File: src/rtl/axis_prog_loader_if.sv
// Stream bundle between the program-image source and the loader, plus the
// loader's command output toward the head of the CPU daisy chain.
interface axis_prog_loader_if;
    logic [31:0] prog_TDATA;
    logic        prog_TVALID;
    logic        prog_TREADY;
    logic        prog_TLAST;
    logic [31:0] cmd_out_TDATA;
    logic        cmd_out_TVALID;

    modport master (
        output prog_TDATA, prog_TVALID, prog_TLAST,
        input  prog_TREADY, cmd_out_TDATA, cmd_out_TVALID
    );

    modport slave (
        input  prog_TDATA, prog_TVALID, prog_TLAST,
        output prog_TREADY, cmd_out_TDATA, cmd_out_TVALID
    );
endinterface

File: src/rtl/axis_prog_loader.sv
// Converts a framed program image into the register-map write sequence that
// programs one CPU: PROG=1, instructions, jump offsets, immediates, PROG=0.
module axis_prog_loader #(
    parameter int CODE_ADDR_WIDTH = 10,
    parameter int REG_ADDR_WIDTH  = 4,
    parameter int CPU_ID_WIDTH    = 12,
    parameter int REG_PROG        = 0,
    parameter int REG_INST        = 1,
    parameter int REG_JMP_OFF     = 2,
    parameter int REG_IMM         = 3
) (
    input  logic                clk,
    input  logic                rst,
    axis_prog_loader_if.slave   bus,
    output logic                busy,
    output logic                done,
    output logic                err
);

    localparam logic [REG_ADDR_WIDTH-1:0] RA_PROG = REG_ADDR_WIDTH'(REG_PROG);
    localparam logic [REG_ADDR_WIDTH-1:0] RA_INST = REG_ADDR_WIDTH'(REG_INST);
    localparam logic [REG_ADDR_WIDTH-1:0] RA_JMP  = REG_ADDR_WIDTH'(REG_JMP_OFF);
    localparam logic [REG_ADDR_WIDTH-1:0] RA_IMM  = REG_ADDR_WIDTH'(REG_IMM);
    localparam logic [31:0]               MAX_INST = 32'(1) << CODE_ADDR_WIDTH;

    typedef enum logic [3:0] {
        IDLE, HDR, PON_A, PON_D, BODY_A, BODY_D, POFF_A, POFF_D, DRAIN
    } state_t;

    typedef enum logic [1:0] {SEC_INST, SEC_JMP, SEC_IMM} sec_t;

    state_t                    state;
    sec_t                      sec;
    sec_t                      next_sec;
    sec_t                      first_sec;
    logic [CPU_ID_WIDTH-1:0]   id;
    logic [15:0]               cnt_inst;
    logic [4:0]                cnt_jmp;
    logic [4:0]                cnt_imm;
    logic [31:0]               data_q;
    logic                      last_q;
    logic                      drain_after;
    logic                      empty_img;
    logic [31:0]               cmd_data;
    logic                      cmd_valid;

    logic                      hs;
    logic [15:0]               h_inst;
    logic [4:0]                h_jmp;
    logic [4:0]                h_imm;
    logic                      h_ok;
    logic                      h_empty;
    logic [REG_ADDR_WIDTH-1:0] sec_reg;
    logic [31:0]               sec_data;
    logic                      last_body;

    function automatic logic [31:0] addr_word(input logic [CPU_ID_WIDTH-1:0] cpu,
                                              input logic [REG_ADDR_WIDTH-1:0] r);
        logic [31:0] w;
        w = '0;
        w[REG_ADDR_WIDTH +: CPU_ID_WIDTH] = cpu;
        w[REG_ADDR_WIDTH-1:0]             = r;
        return w;
    endfunction

    assign hs              = bus.prog_TVALID && bus.prog_TREADY;
    assign bus.prog_TREADY = (state == IDLE) || (state == HDR) ||
                             (state == BODY_A) || (state == DRAIN);
    assign bus.cmd_out_TDATA  = cmd_data;
    assign bus.cmd_out_TVALID = cmd_valid;
    assign busy = (state != IDLE);

    assign h_inst  = bus.prog_TDATA[15:0];
    assign h_jmp   = bus.prog_TDATA[20:16];
    assign h_imm   = bus.prog_TDATA[25:21];
    assign h_ok    = ({16'd0, h_inst} <= MAX_INST) && (h_jmp <= 5'd16) && (h_imm <= 5'd16);
    assign h_empty = (h_inst == 16'd0) && (h_jmp == 5'd0) && (h_imm == 5'd0);

    // Section bookkeeping: empty sections are skipped both at entry and on advance.
    always_comb begin
        first_sec = SEC_IMM;
        if (h_inst != 16'd0)
            first_sec = SEC_INST;
        else if (h_jmp != 5'd0)
            first_sec = SEC_JMP;

        next_sec  = sec;
        last_body = 1'b0;
        sec_reg   = RA_IMM;
        sec_data  = bus.prog_TDATA;
        case (sec)
            SEC_INST: begin
                sec_reg   = RA_INST;
                sec_data  = {24'd0, bus.prog_TDATA[7:0]};
                last_body = (cnt_inst == 16'd1) && (cnt_jmp == 5'd0) && (cnt_imm == 5'd0);
                if (cnt_inst == 16'd1)
                    next_sec = (cnt_jmp != 5'd0) ? SEC_JMP : SEC_IMM;
            end
            SEC_JMP: begin
                sec_reg   = RA_JMP;
                sec_data  = {24'd0, bus.prog_TDATA[7:0]};
                last_body = (cnt_jmp == 5'd1) && (cnt_imm == 5'd0);
                if (cnt_jmp == 5'd1)
                    next_sec = SEC_IMM;
            end
            default: begin
                last_body = (cnt_imm == 5'd1);
            end
        endcase
    end

    always_ff @(posedge clk) begin
        if (rst) begin
            state       <= IDLE;
            sec         <= SEC_INST;
            id          <= '0;
            cnt_inst    <= '0;
            cnt_jmp     <= '0;
            cnt_imm     <= '0;
            data_q      <= '0;
            last_q      <= 1'b0;
            drain_after <= 1'b0;
            empty_img   <= 1'b0;
            cmd_data    <= '0;
            cmd_valid   <= 1'b0;
            done        <= 1'b0;
            err         <= 1'b0;
        end else begin
            cmd_data  <= '0;
            cmd_valid <= 1'b0;
            done      <= 1'b0;
            case (state)
                IDLE: begin
                    if (hs) begin
                        id    <= bus.prog_TDATA[CPU_ID_WIDTH-1:0];
                        err   <= bus.prog_TLAST;
                        state <= bus.prog_TLAST ? IDLE : HDR;
                    end
                end
                HDR: begin
                    if (hs) begin
                        cnt_inst    <= h_inst;
                        cnt_jmp     <= h_jmp;
                        cnt_imm     <= h_imm;
                        sec         <= first_sec;
                        empty_img   <= h_empty;
                        drain_after <= h_empty && !bus.prog_TLAST;
                        if (!h_ok) begin
                            err   <= 1'b1;
                            state <= bus.prog_TLAST ? IDLE : DRAIN;
                        end else if (h_empty) begin
                            if (!bus.prog_TLAST)
                                err <= 1'b1;
                            state <= PON_A;
                        end else if (bus.prog_TLAST) begin
                            err   <= 1'b1;
                            state <= IDLE;
                        end else begin
                            state <= PON_A;
                        end
                    end
                end
                PON_A: begin
                    cmd_valid <= 1'b1;
                    cmd_data  <= addr_word(id, RA_PROG);
                    state     <= PON_D;
                end
                PON_D: begin
                    cmd_valid <= 1'b1;
                    cmd_data  <= 32'd1;
                    state     <= empty_img ? POFF_A : BODY_A;
                end
                BODY_A: begin
                    if (hs) begin
                        cmd_valid <= 1'b1;
                        cmd_data  <= addr_word(id, sec_reg);
                        data_q    <= sec_data;
                        last_q    <= bus.prog_TLAST;
                        state     <= BODY_D;
                    end
                end
                // A TLAST mismatch still closes programming mode; only a missing
                // TLAST needs the rest of the frame drained.
                BODY_D: begin
                    cmd_valid <= 1'b1;
                    cmd_data  <= data_q;
                    case (sec)
                        SEC_INST: cnt_inst <= cnt_inst - 16'd1;
                        SEC_JMP:  cnt_jmp  <= cnt_jmp - 5'd1;
                        default:  cnt_imm  <= cnt_imm - 5'd1;
                    endcase
                    if (last_body) begin
                        if (!last_q) begin
                            err         <= 1'b1;
                            drain_after <= 1'b1;
                        end
                        state <= POFF_A;
                    end else if (last_q) begin
                        err         <= 1'b1;
                        drain_after <= 1'b0;
                        state       <= POFF_A;
                    end else begin
                        sec   <= next_sec;
                        state <= BODY_A;
                    end
                end
                POFF_A: begin
                    cmd_valid <= 1'b1;
                    cmd_data  <= addr_word(id, RA_PROG);
                    state     <= POFF_D;
                end
                POFF_D: begin
                    cmd_valid <= 1'b1;
                    cmd_data  <= 32'd0;
                    done      <= !err;
                    state     <= drain_after ? DRAIN : IDLE;
                end
                DRAIN: begin
                    if (hs && bus.prog_TLAST)
                        state <= IDLE;
                end
                default: state <= IDLE;
            endcase
        end
    end

endmodule

File: src/flat_wrapper.sv
// flat-port wrapper written by rule: the top's interface ports become plain ports
module axis_prog_loader_flat 
#(
    parameter int CODE_ADDR_WIDTH = 10,
    parameter int REG_ADDR_WIDTH  = 4,
    parameter int CPU_ID_WIDTH    = 12,
    parameter int REG_PROG        = 0,
    parameter int REG_INST        = 1,
    parameter int REG_JMP_OFF     = 2,
    parameter int REG_IMM         = 3
)
  (clk, rst, busy, done, err, bus_prog_TDATA, bus_prog_TVALID, bus_prog_TLAST, bus_prog_TREADY, bus_cmd_out_TDATA, bus_cmd_out_TVALID);
  axis_prog_loader_if bus_i ();
  input  logic clk;
  input  logic rst;
  output logic busy;
  output logic done;
  output logic err;
  input wire logic [$bits(bus_i.prog_TDATA)-1:0] bus_prog_TDATA;
  input wire logic [$bits(bus_i.prog_TVALID)-1:0] bus_prog_TVALID;
  input wire logic [$bits(bus_i.prog_TLAST)-1:0] bus_prog_TLAST;
  output wire logic [$bits(bus_i.prog_TREADY)-1:0] bus_prog_TREADY;
  output wire logic [$bits(bus_i.cmd_out_TDATA)-1:0] bus_cmd_out_TDATA;
  output wire logic [$bits(bus_i.cmd_out_TVALID)-1:0] bus_cmd_out_TVALID;
  assign bus_i.prog_TDATA = bus_prog_TDATA;
  assign bus_i.prog_TVALID = bus_prog_TVALID;
  assign bus_i.prog_TLAST = bus_prog_TLAST;
  assign bus_prog_TREADY = bus_i.prog_TREADY;
  assign bus_cmd_out_TDATA = bus_i.cmd_out_TDATA;
  assign bus_cmd_out_TVALID = bus_i.cmd_out_TVALID;
  axis_prog_loader #(.CODE_ADDR_WIDTH(CODE_ADDR_WIDTH), .REG_ADDR_WIDTH(REG_ADDR_WIDTH), .CPU_ID_WIDTH(CPU_ID_WIDTH), .REG_PROG(REG_PROG), .REG_INST(REG_INST), .REG_JMP_OFF(REG_JMP_OFF), .REG_IMM(REG_IMM)) u_core (.clk(clk), .rst(rst), .bus(bus_i), .busy(busy), .done(done), .err(err));
endmodule
File: config.mk
export PLATFORM = sky130hd
export DESIGN_NAME = axis_prog_loader_flat
export DESIGN_NICKNAME = d
export VERILOG_FILES = /design/src/rtl/axis_prog_loader_if.sv /design/src/rtl/axis_prog_loader.sv /design/src/flat_wrapper.sv
export SDC_FILE = /design/constraint.sdc
export NUM_CORES = 1
export LEC_CHECK = 0
export ABC_AREA = 1
export BUFFER_PORTS_ARGS = -buffer_cell sky130_fd_sc_hd__buf_2
export CORE_MARGIN = 10
export CORE_UTILIZATION = 35
export CTS_CLUSTER_DIAMETER = 150
export DETAILED_ROUTE_END_ITERATION = 12
export PLACE_DENSITY_LB_ADDON = 0.15
export SYNTH_ARGS = -nofsm -noshare
export SYNTH_HDL_FRONTEND = slang
export SYNTH_SLANG_ARGS = --single-unit
File: constraint.sdc
create_clock -name clk -period 2.1 [get_ports clk]
set_input_delay 0.42 -clock clk [delete_from_list [all_inputs] [get_ports clk]]
set_output_delay 0.42 -clock clk [all_outputs]
set_load 0.01 [all_outputs]
==> results.rst <==
.. list-table::
   :header-rows: 1

   * - Metric
     - Value
   * - Resize count post-CTS
     - 0
   * - Final layout net count
     - between 800 and 900
   * - Pin count of the biggest net entering global routing
     - between 50 and 60
   * - Layout cell share with drive strength beyond 1
     - 17.2%
   * - Antenna diode count
     - 0
   * - Final setup violation count
     - 0
   * - Aggregate global routing overflow
     - 0
   * - Power per cell area
     - around 970 nW/um2
   * - Clock buffer depth
     - 2
   * - Max_slew headroom
     - 53.2%
   * - Synth Instances
     - just over 700
   * - Most utilized layer in the global route result
     - met2
   * - CTS tree
     - built
   * - Combinational Power Share
     - under 10%
   * - Clock Tree Root
     - clkbuf_16
   * - Synth Flop Type
     - dfxtp_1
   * - Net count after synthesis
     - around 760
   * - Cts-stage hold buffer count
     - 0
   * - Endpoint kind of the worst setup timing path
     - output port
   * - Setup Buffers After CTS
     - 0
   * - Gp weighted congestion
     - between 0.8 and 0.9
   * - H-tree depth
     - 4
   * - TritonCTS Buffers
     - 17
   * - Run status
     - complete, no violations
   * - Cell type of the slowest stage on the worst timing path
     - dfxtp_1
   * - Commonest cells after routing, fill and taps aside
     - nand2_1 (146), nor2_1 (116), dfxtp_1 (114)
   * - Wire length of the first global-routing pass
     - 24900 um
   * - Overall die area
     - just under 20000 um2
   * - Per-instance average area after synthesis
     - approximately 7.1 um2
   * - Switching Power
     - about 1.4 mW
   * - Overall die height
     - 141 um
   * - Width of the die
     - around 140 um
   * - Yosys warning count
     - 0
   * - Per-cell routed wire length
     - about 16 um
   * - Hold_ws
     - between 0.2 and 0.25 ns
   * - Fin Clk Skew
     - 0.00796 ns
   * - Unrepaired setup endpoints after global routing
     - false
   * - Critical Path AT
     - around 1.5 ns
   * - Count of cells along the worst register-to-register path
     - 10
   * - Clock slew at the register clock pins of the worst setup and hold paths
     - ~0.05 ns
   * - Area used by multi-input combinational logic
     - 2480 um2
   * - Maximum Capacitance Violations
     - 0
   * - Data required time at the worst endpoint
     - about 1.7 ns
   * - Initial core utilization
     - between 30% and 40%
   * - Number of cells in the design after placement
     - roughly 950
   * - Clock network latency to the later pin of the worst-skew pair
     - around 0.42 ns
   * - Final hold viol count
     - 0
   * - Part of the power in the clock network
     - between 50% and 60%
   * - Drc violations
     - 0
   * - Async set-or-reset flop fraction in the synthesized netlist
     - 0%
   * - CP Launch Type
     - flip-flop
   * - Storage element area
     - 2280 um2
   * - IO Pins
     - between 70 and 80
   * - Antenna-violating nets left
     - 0
   * - Worst IR Drop VDD
     - 0.545 mV
   * - Number of storage elements in the synthesis netlist
     - between 100 and 150
   * - Area of the core
     - 14400 um2
   * - Number of different library cells in the post-synthesis netlist
     - 40
   * - Rows
     - 44
   * - FF-to-FF Start
     - u_core.state[0]
   * - Global routing usage summed across all routing layers
     - about 16%
   * - Maximum fanout along the worst path
     - 5
   * - Count of non-filler cells in the finished layout
     - about 1000
   * - Post-synthesis sequential area ratio
     - about 45%
   * - Leakage power
     - ~2.7 nW
   * - Pre-Repair DR Iteration Count
     - 5
   * - Number of sinks on the clock net
     - 114
   * - Netlist area before placement
     - roughly 5100 um2
   * - Number of max-slew violations in the final report
     - 0
   * - Measured slew at the worst slew-check pin
     - around 0.70 ns
   * - Cell depth of the worst hold path
     - 3
   * - Total detailed-routing wirelength
     - 15400 um
   * - Internal power component
     - around 4.7 mW
   * - Count of port buffers added during placement
     - a little over 70
   * - Met2 routing resource usage after global routing
     - between 20% and 30%
   * - Crit. Startpoint
     - u_core.state[0]
   * - Maximum operating frequency
     - around 500 MHz
   * - GR Util met3
     - approximately 3.8%
   * - Startpoint of the tightest hold check path
     - bus_prog_TDATA[31]
   * - Routing usage on met1
     - 19.9%
   * - Total of fill cells in the finished design
     - between 1k and 1.5k
   * - Sequential cell fraction of total power
     - between 30 and 40%
   * - Ordered list of cells on the worst path
     - nor2_1 -> nand3_1 -> nand2_2 -> inv_1 -> nand2_1 -> buf_2
   * - Worst setup slack after placement
     - 0.237 ns
   * - Number of flops mapped to enable cells by yosys
     - 0
   * - Starting DRT DRC Count
     - ~500
   * - Tcrit/Tclk final
     - roughly 93%
   * - Worst stage delay on the critical path
     - roughly 0.34 ns
   * - Post-DP HPWL
     - roughly 11000 um
   * - Number of global-route vias before repair
     - between 4k and 5k
   * - Vias after detailed routing
     - a little under 5k
   * - Path type of the worst setup path
     - reg -> out
   * - Time the worst path needs with I/O delays and setup
     - approximately 2.0 ns
   * - Leading cell type in the layout, fill and taps excluded
     - nand2_1
   * - Total negative slack
     - 0 ns
   * - Class of the most critical hold timing path
     - in -> reg
   * - Post-route setup slack
     - ~0.14 ns
   * - Initial antenna violation count
     - 0
   * - Area growth from synthesis to layout
     - 25.1%
   * - Mean number of vias per cell
     - approximately 5.1
   * - Switching share of power
     - about 23%
path summary, 6_finish.rpt:
kind                                                     end  slack [ns]
worst max-delay path                         bus_prog_TREADY        0.14
worst min-delay path                       u_core.data_q[31]        0.23
worst max register to register            u_core.cnt_inst[2]        0.19
worst min register to register  u_core.bus.cmd_out_TDATA[17]        0.45
power by group through the flow:
stage / registers, mW / clock network (mW) / logic (mW)
floorplan: 2.30 / 0 / 0.378
global placement: 2.32 / 0 / 0.554
CTS: 2.27 / 3.37 / 0.567
global route: 2.28 / 3.46 / 0.643
finish: 2.27 / 3.32 / 0.568
detailed placement: 2.32 / 0 / 0.564
cells in the mapped netlist, types with 4 or more instances:
master	count	area share, %
a21oi_1	59	5.8
a22oi_1	13	1.9
clkbuf_1	29	2.1
ha_1	8	2.0
nor2_1	117	8.6
buf_2	5	0.49
inv_2	4	0.29
nor3_1	8	0.78
dfxtp_1	114	45
nand4_1	10	1.2
inv_1	46	3.4
nand2_1	146	11
o21ai_0	64	6.3
nand3_1	56	5.5
per-layer routing:
layer | routed length, um | vias to the layer above
met2 | 7150 | 146
met3 | 788 | 20
li1 | - | 2516
met5 | 0 | -
met4 | 240 | 0
met1 | 7200 | 2293
metrics by stage:
step | power [mW] | instance area [um2] | util [%]
floorplan | 2.68 | 5100 | -
global placement | 2.87 | 5700 | 39.5
detailed placement | 2.88 | 5700 | 39.5
CTS | 6.21 | 6380 | 44.2
global route | 6.39 | 6390 | 44.3
finish | 6.16 | 6390 | 44.3
worst max-delay path, delay by kind of cell, from the launching register on:
kind,cells,cell delay (ns)
buf+inv,2,0.17
flops,1,0.34
simple gates,4,0.61
kinds of logic (layout without fill, tap and decap cells):
family / Yosys count / count (layout) / share of synthesized area, %
AO/OA/AOI/OAI: 156 / 156 / 17.1
XOR/XNOR: 4 / 4 / 0.686
adder cells (fa/ha/maj): 8 / 8 / 1.96
buffers and inverters: 88 / 170 / 6.89
flip-flops: 114 / 114 / 44.7
multiplexers: 1 / 1 / 0.196
AND/OR/NAND/NOR: 348 / 348 / 28.5
cell type report:
cell class / instances / share of cell area (%)
Clock inverter: 10 / 3.17
Tap cell: 184 / 3.61
Timing Repair Buffer: 87 / 8.19
Multi-Input combinational cell: 517 / 38.9
Clock buffer: 22 / 7.43
Inverter: 51 / 3.00
Sequential cell: 114 / 35.7
No activity file was read; power rests on OpenSTA's default activity.
